`src/rtl/async_ring_bridge.sv`:
```
// Launch/monitor bridge between the clocked core and the async controller ring.
// Optional watchdog built when ASYNC_BRIDGE_WDOG_EN is defined.
module async_ring_bridge #(
    parameter int SYNC_STAGES = 2,
    parameter int CNT_W       = 32,
    parameter int TIMEOUT     = 1024
) (
    input  logic             clk_i,
    input  logic             rst_ni,
    input  logic             start_i,
    input  logic             halt_i,
    output logic             req_start_o,
    input  logic             ack_start_i,
    input  logic             retire_i,
    output logic             busy_o,
    output logic             retire_pulse_o,
    output logic [CNT_W-1:0] retire_cnt_o,
    output logic             timeout_o
);

    if (SYNC_STAGES < 2 || SYNC_STAGES > 4 ||
        TIMEOUT < 2 || TIMEOUT > (1 << 20)) begin : g_bad_param
        $error("async_ring_bridge: illegal parameter value");
    end

    typedef enum logic [2:0] {
        S_IDLE,
        S_L_REQ,
        S_L_REL,
        S_RUN,
        S_TIMEOUT
    } state_t;

    state_t                 state_q;
    state_t                 state_d;
    logic [SYNC_STAGES-1:0] ack_sync;
    logic [SYNC_STAGES-1:0] ret_sync;
    logic                   ret_prev;
    logic                   ack_s;
    logic                   rise;
    logic                   launch;
    logic                   counting;
    logic                   expire;
    logic                   halt_seen;
    logic                   req_q;
    logic                   pulse_q;
    logic [CNT_W-1:0]       cnt_q;

    assign ack_s    = ack_sync[SYNC_STAGES-1];
    assign rise     = ret_sync[SYNC_STAGES-1] ^ ret_prev;
    assign launch   = start_i &&
                      (state_q == S_IDLE || state_q == S_TIMEOUT);
    assign counting = state_q inside {S_L_REQ, S_L_REL, S_RUN};

    always_ff @(posedge clk_i or negedge rst_ni) begin
        if (!rst_ni) begin
            ack_sync <= '0;
            ret_sync <= '0;
            ret_prev <= 1'b0;
        end else begin
            ack_sync <= {ack_sync[SYNC_STAGES-2:0], ack_start_i};
            ret_sync <= {ret_sync[SYNC_STAGES-2:0], retire_i};
            ret_prev <= ret_sync[SYNC_STAGES-1];
        end
    end

    always_ff @(posedge clk_i or negedge rst_ni) begin
        if (!rst_ni) begin
            state_q <= S_IDLE;
        end else begin
            state_q <= state_d;
        end
    end

    always_comb begin
        state_d = state_q;
        unique case (state_q)
            S_IDLE, S_TIMEOUT: begin
                if (start_i) state_d = S_L_REQ;
            end
            S_L_REQ: begin
                if (ack_s) state_d = S_L_REL;
            end
            S_L_REL: begin
                if (!ack_s) begin
                    state_d = (halt_seen || halt_i) ? S_IDLE : S_RUN;
                end
            end
            S_RUN: begin
                if (halt_i)      state_d = S_IDLE;
                else if (expire) state_d = S_TIMEOUT;
            end
            default: state_d = S_IDLE;
        endcase
    end

    // A halt during launch is only honoured once the handshake has closed.
    always_ff @(posedge clk_i or negedge rst_ni) begin
        if (!rst_ni) begin
            halt_seen <= 1'b0;
        end else if (launch) begin
            halt_seen <= 1'b0;
        end else if (halt_i &&
                     (state_q == S_L_REQ || state_q == S_L_REL)) begin
            halt_seen <= 1'b1;
        end
    end

    always_ff @(posedge clk_i or negedge rst_ni) begin
        if (!rst_ni) begin
            req_q <= 1'b0;
        end else begin
            req_q <= (state_d == S_L_REQ);
        end
    end

    always_ff @(posedge clk_i or negedge rst_ni) begin
        if (!rst_ni) begin
            pulse_q <= 1'b0;
            cnt_q   <= '0;
        end else begin
            pulse_q <= counting && rise;
            if (launch) begin
                cnt_q <= '0;
            end else if (counting && rise) begin
                cnt_q <= cnt_q + CNT_W'(1);
            end
        end
    end

`ifdef ASYNC_BRIDGE_WDOG_EN
    localparam int WD_W = $clog2(TIMEOUT);

    logic [WD_W-1:0] wd_q;
    logic            timeout_q;

    // A retire edge arriving on the expiry cycle keeps the ring alive.
    assign expire = (state_q == S_RUN) && !halt_i && !rise &&
                    (wd_q == WD_W'(TIMEOUT - 1));

    always_ff @(posedge clk_i or negedge rst_ni) begin
        if (!rst_ni) begin
            wd_q      <= '0;
            timeout_q <= 1'b0;
        end else begin
            if (state_q != S_RUN || rise) begin
                wd_q <= '0;
            end else if (!expire) begin
                wd_q <= wd_q + WD_W'(1);
            end
            if (launch) begin
                timeout_q <= 1'b0;
            end else if (expire) begin
                timeout_q <= 1'b1;
            end
        end
    end

    assign timeout_o = timeout_q;
`else
    assign expire    = 1'b0;
    assign timeout_o = 1'b0;
`endif

    assign req_start_o    = req_q;
    assign busy_o         = state_q inside {S_L_REQ, S_L_REL, S_RUN};
    assign retire_pulse_o = pulse_q;
    assign retire_cnt_o   = cnt_q;

endmodule

```
`config.mk`:
```
export PLATFORM = sky130hd
export DESIGN_NAME = async_ring_bridge
export DESIGN_NICKNAME = d
export VERILOG_FILES = /design/src/rtl/async_ring_bridge.sv
export SDC_FILE = /design/constraint.sdc
export NUM_CORES = 1
export LEC_CHECK = 0
export ABC_CLOCK_PERIOD_IN_PS = 5100
export CORE_MARGIN = 1
export CORE_UTILIZATION = 50
export DETAILED_ROUTE_END_ITERATION = 10
export HOLD_SLACK_MARGIN = 0.1
export PLACE_DENSITY_LB_ADDON = 0.3
export SLEW_MARGIN = 0
export SYNTH_ARGS = -nofsm -noshare
export SYNTH_HDL_FRONTEND = slang
export SYNTH_SLANG_ARGS = --single-unit
```
`constraint.sdc`:
```
create_clock -name clk_i -period 5.1 [get_ports clk_i]
set_clock_uncertainty 0.05 [all_clocks]
set_input_delay 0.765 -clock clk_i [delete_from_list [all_inputs] [get_ports clk_i]]
set_output_delay 0.765 -clock clk_i [all_outputs]
set_load 0.02 [all_outputs]
```
==> After elaboration in Yosys (flattened, before gate mapping) <==
Index checks and enable logic that the tools add are counted.
{ "op_classes": {"add_sub_neg": 1, "eq_ne": 5, "n_reduce_logical": 11, "mux": 10, "bitwise": 1} }
{ "op_table": {"columns": ["cell", "n"], "rows": [
  ["two-way mux 32 bit", 2],
  ["adder 32 x 1 -> 32 bit, second input constant", 1],
  ["two-way mux 3 bit", 4],
  ["one-hot mux 3 bit (4 select lines)", 1],
  ["equality test 3 x 1 -> 1 bit, second input constant", 2],
  ["equality test 3 x 2 -> 1 bit, second input constant", 2],
  ["nonzero test 2 bit", 2],
  ["equality test 3 bit, second input constant", 1],
  ["logical AND 1 bit", 3],
  ["logical NOT 3 bit", 1],
  ["logical OR 1 bit", 3],
  ["nonzero test 3 bit", 1],
  ["two-way mux 1 bit", 2],
  ["two-way mux 2 bit", 1],
  ["OR reduction 2 bit", 1],
  ["bitwise XOR 1 bit", 1]
]} }
{ "totals": {"input_bits": 6, "output_inout_bits": 36, "ff_bits": 43} }

==> Depth between registers and ports, before layout <==
Gate-level depths: netlist (run 1).
{ "depth": {"word_depth": 5, "depth_mapped": 7, "ltp_nobuf": 6} }

==> Worst setup path after synthesis (run 1) <==
Ideal clock, no wire load.
{ "synth_timing": {"kind": "input to register", "from": "input start_i", "to": "register cnt_q[25], in the netlist retire_cnt_o[25]", "path_buffers": 0, "stages": 4, "slack_ns": 3.154, "required_time_ns": 4.972, "t_arrival_ns": 1.818, "path_cell_list": "nor3b_1 > a21oi_2 > or4_1 > a21oi_1"} }
{ "synth_between": {"elab_chain_len": 2, "elab_cells_between_ends": 3, "cone_classes": "1 x mux; 2 x reduce/logical"} }
{ "synth_rtl": {"columns": ["element", "line_no", "text"], "rows": [
  ["from (decl)", "10", "input logic start_i,"],
  ["logical AND 1 bit *", "51", "assign launch = start_i &&"],
  ["two-way mux 32 bit / nonzero test 2 bit (equally long branches)", null, null],
  ["to (signal assigned)", "126", "cnt_q <= cnt_q + CNT_W'(1);"],
  ["to (decl)", "47", "logic [CNT_W-1:0] cnt_q;"]
]} }
Mark *: on every way between the ends. The rest lies on a longest branch, timed or not.
A chain may end at the register's enable or synchronous reset.

==> Worst setup path in the final report (run 1) <==
{ "layout_timing": {"from": "register state_q[0]", "to": "output busy_o"} }
{ "layout_between": {"elab_chain_len": 2, "elab_cells_between_ends": 4, "cone_classes": "3 x eq/ne; 1 x reduce/logical"} }
{ "layout_rtl": {"columns": ["element", "line_no", "text"], "rows": [
  ["from (decl)", "34", "state_t state_q;"],
  ["from (signal assigned)", "71", "state_q <= state_d;"],
  ["equality test 3 x 1 -> 1 bit / equality test 3 x 2 -> 1 bit (equally long branches)", "166", "assign busy_o = state_q inside {S_L_REQ, S_L_REL, S_RUN};"],
  ["nonzero test 3 bit *", "166", null],
  ["to (decl)", "15", "output logic busy_o,"]
]} }
Marks and branches as above.

==> flow_metrics.env, run 1 <==
export IMPL_drv_cap=0
export IMPL_start_util_pct=52.88
export IMPL_layout_commonest_cell="dfrtp_1"
export IMPL_die_h_um=67.74
export IMPL_hold_viol=0
export IMPL_reg2reg_from="retire_cnt_o[0]$_DFFE_PN0P_"
export IMPL_grtUsageTotal_pct=21.57
export IMPL_final_max_slew_violation_count=0
export IMPL_ant_nets=0
export IMPL_netlist_area_leader_share_pct=49.80
export IMPL_post_dp_hpwl_um=3121
export IMPL_cts_resized=0
export IMPL_max_stage_delay_ps=580
export IMPL_period_minus_slack_ps=2770
export IMPL_vias=1856
export IMPL_drc=0
export IMPL_synth_nets=229
export IMPL_rsz0062_at_grt="false"
export IMPL_required_ps=4280
export IMPL_grt_pass1_wl_um=7452
export IMPL_fmax_ghz=0.3610
export IMPL_drt_pass1_iterations=4
export IMPL_root_buffer="clkbuf_8"
export IMPL_ys_seq_area_share_pct=49.80
export IMPL_cp_start_kind="flop"
export IMPL_slowest_stage="clkdlybuf4s50_1"
export IMPL_cts_tree="yes"
export IMPL_cts_sinks=43
export IMPL_syn_to_final_growth_pct=25.71
export IMPL_num_antenna_cells=0
export IMPL_synth_ff_latch_count=43
export IMPL_setup_viol=0
export IMPL_synthArstFlopShare_pct=100.0
export IMPL_clk_pin_slew_ps=80
export IMPL_grt_max_degree=44
export IMPL_nNetsFinal=267
export IMPL_worstMarginPinSlew_ps=937.0
export IMPL_io_pins=42
export IMPL_grt_antenna_before_repair=0
export IMPL_fillers=331
export IMPL_end_kind="output port"
export IMPL_yosys_top_cells_area="dfrtp_1 (50%), o31ai_1 (5.2%), or4_1 (5.2%)"
export IMPL_layout_common_cells="dfrtp_1 (43), clkdlybuf4s50_1 (39), a21oi_1 (22)"
export IMPL_critPathArrivalTime_ps=1960
export IMPL_hold_buffers=0
export IMPL_p_per_area_mw_per_mm2=352.6
export IMPL_synthesis_area_mm2=0.002161
export IMPL_min_from="ret_sync[0]$_DFF_PN0_"
export IMPL_crit_start="state_q[0]$_DFF_PN0_"
export IMPL_wl_per_cell_um=14.78
export IMPL_die_area_mm2=0.004589
export IMPL_clock_latency_ps=290
export IMPL_syn_inst=222
export IMPL_holdWs_ps=301.6
export IMPL_status="complete, no violations"
export IMPL_avgSynthCellArea_um2=9.733
export IMPL_vias_per_cell=5.968
export IMPL_dieWidth_um=67.74
export IMPL_synth_edf_count=0
export IMPL_leakage_nw=1.080
export IMPL_place_gp_congestion=0.7656
export IMPL_ctsLongestPathBuffers=2
export IMPL_vdd_ir_drop_worst_v=0.0003272
export IMPL_yosys_warnings=0
export IMPL_synth_ff_type="dfrtp_1"
export IMPL_cts_inserted_buffers=5
export IMPL_yosysTopAreaCell="dfrtp_1"
export IMPL_min_period_over_period_pct=54.31
export IMPL_wl_um=4597
export IMPL_grt_ovfl_total=0
export IMPL_hold_path_class="reg -> reg"
export IMPL_max_slew_margin_rel_pct=37.53
export IMPL_port_buffers=40
export IMPL_htree_levels=2
export IMPL_synth_cell_types=41
export IMPL_floorplan_rows=23
export IMPL_crit_type="reg -> out"
export IMPL_path_cells="o21bai_1 > inv_2 > clkdlybuf4s50_1"
export IMPL_drt_iter0_drc=201
export IMPL_finalSetupTns_ps=0
export IMPL_critPathMaxFanout=13
export IMPL_post_cts_buffers=0
export IMPL_grt_pass1_vias=1625
export IMPL_coreArea_mm2=0.004086
export IMPL_drive_gt1_share_pct=6.897
layout make-up:
cell class                 count  area (µm²)  area share [%]
sequential                    43        1076           39.61
multi-input combinational    161        1008           37.13
timing repair buffer          41       402.9           14.83
clock buffer                   5       68.82           2.533
clock inverter                 3       67.56           2.487
tap                           50       62.56           2.303
inverter                       8       30.03           1.105
state kept, by name, indices dropped and copies added (netlist names):
name / cells
retire_cnt_o: 32
state_q: 3
ack_sync: 2
ret_sync: 2
halt_seen: 1
req_start_o: 1
ret_prev: 1
retire_pulse_o: 1
routing by layer:
layer / share of wire [%] / track usage (%)
met1: 48 / 31.72
met2: 48 / 31.56
met3: 3.7 / 4.054
met4: 0.41 / 7.181
met5: 0 / 0
worst max-delay path, delay by kind of cell, from the launching register on:
kind / cells / cell delay [ps]
buffers and inverters: 2 / 770
DFF: 1 / 520
AOI/OAI and AO/OA: 1 / 380
per-stage QoR:
step	setup WS (ps)	instance area (µm²)	utilization, %	instances	power [mW]
finish	2330	2716	66.47	311	0.9578
detailed placement	2360	2580	63.14	303	0.6484
CTS	2319	2716	66.47	311	0.9652
global route	2213	2716	66.47	311	1.005
floorplan	3154	2161	-	222	0.5588
global placement	2415	2580	63.14	303	0.6433
kinds of logic (layout without fill, tap and decap cells):
| logic type | after synthesis | in the layout | share of synthesized area (%) |
|---|---|---|---|
| and+or+nand+nor | 94 | 94 | 25.42 |
| AOI/OAI and AO/OA | 54 | 54 | 15.29 |
| DFF | 43 | 43 | 49.80 |
| buffers and inverters | 18 | 57 | 3.764 |
| xor gates and xnor gates | 9 | 9 | 3.996 |
| muxes | 2 | 2 | 0.9843 |
| adders and majority gates | 1 | 1 | 0.5789 |
| other | 1 | 1 | 0.1735 |
cell usage after synthesis (2+ instances only):
cell type and n:
a31oi_1 3, a21oi_1 22, inv_1 7, and3_1 4, nand2_1 16, nor2_1 13, xor2_1 3, buf_2 2
or3_1 6, clkbuf_1 5, xnor2_1 5, and4_1 7, o31ai_1 15, nand4_1 11, or4_1 15, nand3_1 10
nor3_1 3, o21ai_0 8, dfrtp_1 43, nor4_1 3
path summary, 6_finish.rpt:
kind                                           endpoint  slack, ps  cells after the start
setup / recovery                                 busy_o       2330                      3
hold / removal                    ret_sync[1]$_DFF_PN0_        300                      0
setup reg to reg           retire_cnt_o[22]$_DFFE_PN0P_       2720                      5
hold reg to reg                   ret_sync[1]$_DFF_PN0_        300                      0
max in group asynchronous         halt_seen$_DFFE_PN0P_       3850                      1
min in group asynchronous  retire_cnt_o[22]$_DFFE_PN0P_        570                      1
power by group:
part	switching (mW)	internal, mW
clock network	0.118	0.195
registers	0.0482	0.371
logic	0.139	0.0853
Power figures use the tool's default switching activity.
==> run 2, diff against run 1 <==
--- a/config.mk
+++ b/config.mk
@@ -5,7 +5,7 @@
 export SDC_FILE = /design/constraint.sdc
 export NUM_CORES = 1
 export LEC_CHECK = 0
-export ABC_CLOCK_PERIOD_IN_PS = 5100
+export ABC_CLOCK_PERIOD_IN_PS = 2790
 export CORE_MARGIN = 1
 export CORE_UTILIZATION = 50
 export DETAILED_ROUTE_END_ITERATION = 10
==> constraint.sdc (replaced) <==
create_clock -name clk_i -period 2.79 [get_ports clk_i]
set_clock_uncertainty 0.05 [all_clocks]
set_input_delay 0.4185 -clock clk_i [delete_from_list [all_inputs] [get_ports clk_i]]
set_output_delay 0.4185 -clock clk_i [all_outputs]
set_load 0.02 [all_outputs]
==> run 2 against run 1 <==
Net effect: combinational power is 88% higher; first-iteration DRC count is 48% lower; total power is 75% higher.
==> flow_metrics.env, run 2 (synthesis results as in run 1) <==
export IMPL_period_minus_slack_ps=2427
export IMPL_rsz0062_at_grt="false"
export IMPL_cts_tree="yes"
export IMPL_leakage_nw=1.076
export IMPL_clk_pin_slew_ps=80
export IMPL_vdd_ir_drop_worst_v=0.0005671
export IMPL_dieWidth_um=67.74
export IMPL_p_per_area_mw_per_mm2=622.0
export IMPL_root_buffer="clkbuf_8"
export IMPL_holdWs_ps=219.0
export IMPL_required_ps=2320
export IMPL_clock_latency_ps=290
export IMPL_grt_antenna_before_repair=0
export IMPL_hold_path_class="in -> async"
export IMPL_layout_cells_non_filler=311
export IMPL_critPathMaxFanout=13
export IMPL_critPathArrivalTime_ps=1960
export IMPL_wl_um=4760
export IMPL_cts_sinks=43
export IMPL_setup_viol=0
export IMPL_status="complete, no violations"
export IMPL_min_period_over_period_pct=87.00
export IMPL_layout_common_cells="dfrtp_1 (43), clkdlybuf4s50_1 (39), a21oi_1 (22)"
export IMPL_port_buffers=40
export IMPL_finalSetupTns_ps=0
export IMPL_p_total_mw=1.678
export IMPL_htree_levels=2
export IMPL_hold_buffers=0
export IMPL_worstMarginPinSlew_ps=944.0
export IMPL_ctsLongestPathBuffers=2
export IMPL_syn_to_final_growth_pct=24.84
export IMPL_place_inst=303
export IMPL_fmax_ghz=0.4120
export IMPL_grtUsageTotal_pct=22.73
export IMPL_cts_inserted_buffers=5
export IMPL_grt_pass1_vias=1715
export IMPL_cts_resized=0
export IMPL_vias=1869
export IMPL_crit_type="reg -> out"
export IMPL_drv_cap=0
export IMPL_layout_commonest_cell="dfrtp_1"
export IMPL_die_h_um=67.74
export IMPL_drc=0
export IMPL_post_dp_hpwl_um=3258
export IMPL_max_slew_margin_rel_pct=37.07
export IMPL_ant_nets=0
export IMPL_wl_per_cell_um=15.31
export IMPL_nNetsFinal=267
export IMPL_drt_pass1_iterations=6
export IMPL_place_gp_congestion=0.7833
export IMPL_final_max_slew_violation_count=0
export IMPL_drive_gt1_share_pct=6.897
export IMPL_cp_start_kind="flop"
export IMPL_largest_reg_flops=32
export IMPL_io_pins=42
export IMPL_num_antenna_cells=0
export IMPL_floorplan_rows=23
export IMPL_vias_per_cell=6.010
export IMPL_hold_viol=0
export IMPL_die_area_mm2=0.004589
export IMPL_drt_iter0_drc=104
export IMPL_post_route_util_pct=66.01
export IMPL_start_util_pct=52.88
export IMPL_post_cts_buffers=0
export IMPL_grt_ovfl_total=0
export IMPL_coreArea_mm2=0.004086
export IMPL_grt_pass1_wl_um=7672
export IMPL_end_kind="output port"
export IMPL_grt_max_degree=44
[run 2: cell types whose count changed in the layout (fill, tap and decap cells not counted)]
cell,previous run,this run
clkbuf_8,5,6
clkinvlp_4,1,0
clkinv_2,0,1
bufinv_16,2,1
[run 2: critical path, stage by stage, from the launching register on]
cell,delay (ps)
dfrtp_1,510
o21bai_1,390
inv_2,190
clkdlybuf4s50_1,580
[run 2: stage by stage]
stage,setup slack [ps],area [µm²]
CTS,365.1,2698
floorplan,852.8,2161
finish,362.7,2698
global placement,668.1,2580
global route,246.9,2698
detailed placement,528.5,2580
[run 2: cell type report]
| cell class | count | area (µm²) |
|---|---|---|
| clock inverters | 2 | 35.03 |
| inverters | 8 | 30.03 |
| fillers | 322 | 1389 |
| flip-flops and latches | 43 | 1076 |
| multi-input cells | 161 | 1008 |
| clock buffers | 6 | 82.58 |
| repair buffers | 41 | 402.9 |
| well taps | 50 | 62.56 |
[run 2: power breakdown]
part | internal [mW] | leakage, nW | switching (mW)
clock | 0.290 | 0.0612 | 0.204
combinational | 0.157 | 0.436 | 0.266
sequential | 0.679 | 0.579 | 0.0836
[run 2: layer usage]
metal	vias up	global-route usage, %	wire length [µm]
li1	917	-	-
met1	896	30.74	2119
met2	49	34.65	2331
met3	7	5.574	246
met4	0	9.309	63
met5	-	0	0
[run 2: path summary, 6_finish.rpt]
| check | cells after the start | slack, ps | start | endpoint |
|---|---|---|---|---|
| setup / recovery | 3 | 360 | state_q[0]$_DFF_PN0_ | busy_o |
| hold / removal | 1 | 220 | rst_ni | retire_cnt_o[21]$_DFFE_PN0P_ |
| setup reg to reg | 5 | 550 | retire_cnt_o[0]$_DFFE_PN0P_ | retire_cnt_o[28]$_DFFE_PN0P_ |
| hold reg to reg | 0 | 310 | ret_sync[0]$_DFF_PN0_ | ret_sync[1]$_DFF_PN0_ |
| max in group asynchronous | 1 | 1880 | rst_ni | state_q[1]$_DFF_PN0_ |
| min in group clk_i | 0 | 310 | ret_sync[0]$_DFF_PN0_ | ret_sync[1]$_DFF_PN0_ |
==> run 3, diff against run 2 <==
--- a/config.mk
+++ b/config.mk
@@ -9,7 +9,6 @@
 export CORE_MARGIN = 1
 export CORE_UTILIZATION = 50
 export DETAILED_ROUTE_END_ITERATION = 10
-export HOLD_SLACK_MARGIN = 0.1
 export PLACE_DENSITY_LB_ADDON = 0.3
 export SLEW_MARGIN = 0
 export SYNTH_ARGS = -nofsm -noshare
==> results of run 3 <==
Same layout as run 2: the final DEF is identical, and so are final timing and power.
